==> src/rtl/seq_digit_adder.sv <==
// Digit-serial add/subtract unit: one DIGIT-wide ripple-carry slice is reused
// for WIDTH/DIGIT cycles, with start/busy/done handshake, carry-out and overflow.
module seq_digit_adder #(
    parameter int WIDTH = 32,
    parameter int DIGIT = 8
) (
    input  logic             clk,
    input  logic             rst_n,
    input  logic             start,
    input  logic [WIDTH-1:0] x,
    input  logic [WIDTH-1:0] y,
    input  logic             z,
    input  logic             sub,
    output logic             busy,
    output logic             done,
    output logic [WIDTH-1:0] s,
    output logic             c,
    output logic             ovf
);
    localparam int N  = WIDTH / DIGIT;
    localparam int CW = (N > 1) ? $clog2(N) : 1;

    typedef enum logic [1:0] {IDLE, RUN, DONE} state_t;

    state_t           state_q, state_d;
    logic [CW-1:0]    cnt_q, cnt_d;
    logic [WIDTH-1:0] a_q, a_d, b_q, b_d, s_q, s_d;
    logic             cy_q, cy_d, c_q, c_d, ovf_q, ovf_d;

    logic [31:0]      base;
    logic [DIGIT-1:0] da, db, dsum;
    logic [DIGIT:0]   chain;
    logic             last, load;

    assign base = 32'(cnt_q) * 32'(DIGIT);
    assign da   = a_q[base +: DIGIT];
    assign db   = b_q[base +: DIGIT];
    assign last = (cnt_q == CW'(N - 1));
    assign load = start && (state_q != RUN);

    // Shared ripple slice; chain[DIGIT-1] is the carry into the slice MSB,
    // which on the last digit is the carry into the operand MSB.
    assign chain[0] = cy_q;
    generate
        for (genvar gi = 0; gi < DIGIT; gi++) begin : g_fa
            assign dsum[gi]      = da[gi] ^ db[gi] ^ chain[gi];
            assign chain[gi + 1] = (da[gi] & db[gi]) | (chain[gi] & (da[gi] ^ db[gi]));
        end
    endgenerate

    always_comb begin
        state_d = state_q;
        cnt_d   = cnt_q;
        a_d     = a_q;
        b_d     = b_q;
        s_d     = s_q;
        cy_d    = cy_q;
        c_d     = c_q;
        ovf_d   = ovf_q;
        if (load) begin
            a_d     = x;
            b_d     = sub ? ~y : y;
            cy_d    = sub | z;
            s_d     = '0;
            cnt_d   = '0;
            state_d = RUN;
        end else begin
            case (state_q)
                RUN: begin
                    s_d[base +: DIGIT] = dsum;
                    cy_d  = chain[DIGIT];
                    cnt_d = cnt_q + 1'b1;
                    if (last) begin
                        c_d     = chain[DIGIT];
                        ovf_d   = chain[DIGIT] ^ chain[DIGIT-1];
                        cnt_d   = '0;
                        state_d = DONE;
                    end
                end
                DONE:    state_d = IDLE;
                default: state_d = IDLE;
            endcase
        end
    end

    always_ff @(posedge clk or negedge rst_n) begin
        if (!rst_n) begin
            state_q <= IDLE;
            cnt_q   <= '0;
            a_q     <= '0;
            b_q     <= '0;
            s_q     <= '0;
            cy_q    <= 1'b0;
            c_q     <= 1'b0;
            ovf_q   <= 1'b0;
        end else begin
            state_q <= state_d;
            cnt_q   <= cnt_d;
            a_q     <= a_d;
            b_q     <= b_d;
            s_q     <= s_d;
            cy_q    <= cy_d;
            c_q     <= c_d;
            ovf_q   <= ovf_d;
        end
    end

    assign busy = (state_q == RUN);
    assign done = (state_q == DONE);
    assign s    = s_q;
    assign c    = c_q;
    assign ovf  = ovf_q;
endmodule

==> config.mk <==
export PLATFORM = sky130hd
export DESIGN_NAME = seq_digit_adder
export DESIGN_NICKNAME = d
export VERILOG_FILES = /design/src/rtl/seq_digit_adder.sv
export SDC_FILE = /design/constraint.sdc
export NUM_CORES = 1
export LEC_CHECK = 0
export BUFFER_PORTS_ARGS = -buffer_cell sky130_fd_sc_hd__buf_2
export CORE_MARGIN = 4
export CORE_UTILIZATION = 54
export DETAILED_ROUTE_END_ITERATION = 16
export GPL_ROUTABILITY_DRIVEN = 1
export PLACE_DENSITY = 0.81
export SYNTH_ARGS = -nofsm -noshare
export SYNTH_HDL_FRONTEND = slang
export SYNTH_SLANG_ARGS = --single-unit
==> constraint.sdc <==
create_clock -name clk -period 5.6 [get_ports clk]
set_input_delay 0.84 -clock clk [delete_from_list [all_inputs] [get_ports clk]]
set_output_delay 0.84 -clock clk [all_outputs]
set_load 0.03 [all_outputs]
==> results.cfg <==
[pwr]
p_clk_frac = 0.145
power_density_nw_per_um2 = 684
p_seq_frac = 0.335
power_w = 0.00385
switching_share = 0.419
power_switching_w = 0.00161
ir_drop_mv = 0.336
p_int_w = 0.00224
combinationalPowerShare = 0.519
leakagePower_nw = 2.61

[clock_network]
htreeDepth = 3
clock_sinks = 103
post_cts_buffers = 0
clkSlewWorstSetupHoldPaths_ns = 0.09
cts_resized = 0
postCtsHoldBufs = 0
worstSkewPairLatency_ns = 0.36
clockBufferDepth = 2
root_buffer = clkbuf_8
cts_inserted_buffers = 9
cts_tree = built

[sta]
post-route-period-util = 0.825
min_period_ns = 4.62
setup_viol_count_final = 0
worstMarginPinSlew_ns = 0.867
drv_slew = 0
skew_ns = 0.00699
rsz0062_at_grt = no
max_freq_mhz = 217
holdWs_ns = 0.446
final-hold-violation-count = 0
maxSlewHeadroom = 0.422
fin_tns_setup_ns = 0

[floorplanning]
initial_core_util = 0.556
die_x_um = 103
core_um2 = 8720
ios = 105
row_count = 34
die_h_um = 103
die-area_um2 = 10600

[worst_setup_path]
critical_path.cell_chain = mux4_2 -> inv_1 -> fa_1 -> fa_1 -> fa_1 -> fa_1 -> fa_1 -> inv_1 -> fa_1 -> inv_1 -> fa_1 -> inv_1 -> fa_1 -> a22o_1
arrival_ns = 4.87
startpoint_type = register
reg2reg_slack_ns = 0.98
end_kind = register
crit_path_max_fanout = 14
setup.worst_path.class = reg -> reg
critical_path_buf_inv_count = 4
required_ns = 5.85
crit_top_cell = fa_1
critPathTopFamily = adder cells
slowest_delay_ns = 0.72
slowest_stage = dfrtp_1

[finish]
multiInputGateArea_um2 = 2040
final-seq-area_um2 = 2580
fillers = 645
instances_no_fill = 577
area_growth_pct = 16.2
diodes = 0
nets = 545
drive_above_1_share = 0.373

[placed_design]
io_buffers = 104
gp_congestion = 0.795
placed_cells = 561
dp_hpwl_um = 7670

[flow_run]
timing.max_cap.violations = 0

[run_status]
outcome = complete, no violations

[global_route]
grt_max_degree = 63
met2_usage = 0.347
grt_pass1_vias = 3363
antenna_found_initial = 0
overflow = 0
grt_use_met1 = 0.261
track_usage = 0.208
grt.met3_usage = 0.0575
grt_pass1_wl_um = 16700
busiest_layer = met2

[route]
wl_per_cell_um = 18.2
ant_nets = 0
vias = 3290
drt-pass1-iter-count = 4
wl_um = 10500
drt_iter0_drc = 129
drc_errors = 0
vias_per_cell = 5.70

[logic_synthesis]
synth.avg_cell_area_um2 = 13.1
synth_area_leaders = dfrtp_1, mux4_2, mux2_2
synth_most_common_cell = dfrtp_1
netlist_area_um2 = 4840
synth_edf_count = 0
synth_ff_type = dfrtp_1
async_reset_ff_frac = 1.00
yosysTopAreaCell = dfrtp_1
syn_inst = 371
synth_top_area_frac = 0.532
syn-num-nets = 452
synth_cell_types = 33
ys_seq_area_frac = 0.532
synth_warnings = 0
ys_ff_latch = 103
ys_top_cells_by_count = dfrtp_1, a21oi_1, xnor2_1

[worst_hold_path]
hold_class = in -> async
layout make-up:
cell class                 instances  share of cell area
sequential                       103               0.458
inverter                          22              0.0147
timing repair buffer             108              0.0982
clock inverter                     5              0.0184
tap                              108              0.0240
multi-input combinational        220               0.362
clock buffer                      11              0.0251
kinds of logic after synthesis:
| group | synth area share |
|---|---|
| DFF | 0.532 |
| muxes | 0.160 |
| and+or+nand+nor | 0.0253 |
| buffers and inverters | 0.0480 |
| AOI/OAI and AO/OA | 0.132 |
| adders and majority gates | 0.0434 |
| xor gates and xnor gates | 0.0597 |
flip-flops by register name (all words and copies together), names as in the netlist:
name,flops
a_q,32
b_q,32
c,1
cnt_q,2
cy_q,1
ovf,1
s,32
state_q,2
worst paths after layout:
path / from / end / depth (start not counted)
max in group asynchronous: rst_n / b_q[4] / 2
worst min register to register: ovf / ovf / 2
worst min-delay path: rst_n / s[3] / 1
min in group clk: ovf / ovf / 2
worst max register to register: cnt_q[0] / s[7] / 14
worst max-delay path: cnt_q[0] / s[7] / 14
through the flow:
step	setup WS (ns)	instance area (µm²)	util
floorplan	1.10	4840	-
global placement	1.08	5380	0.617
detailed placement	0.988	5380	0.617
CTS	0.979	5630	0.645
global route	0.725	5630	0.645
finish	0.982	5630	0.645
layer usage:
metal	part of all wire	wire length [µm]
met4	0.024	253
met3	0.058	612
met1	0.42	4390
met2	0.50	5250
met5	0	0
power by group through the flow:
stage | Sequential, W | Combinational [W] | Clock [W]
2_1_floorplan | 0.00137 | 0.00138 | 0
3_3_place_gp | 0.00128 | 0.00195 | 0
3_5_place_dp | 0.00130 | 0.00200 | 0
4_1_cts | 0.00129 | 0.00201 | 0.000562
5_1_grt | 0.00133 | 0.00220 | 0.000591
6_report | 0.00129 | 0.00200 | 0.000560
placed cells by master, fill, tap and decap left out, types with 5 or more instances in the layout:
cell type / instances
a22o_1: 7
fa_1: 8
o2bb2ai_1: 26
xnor2_1: 32
dfrtp_1: 103
a21oi_1: 64
buf_4: 5
mux4_2: 16
buf_2: 103
clkbuf_8: 10
inv_1: 22
mux2_2: 31
(Power assumes the default switching activity.)
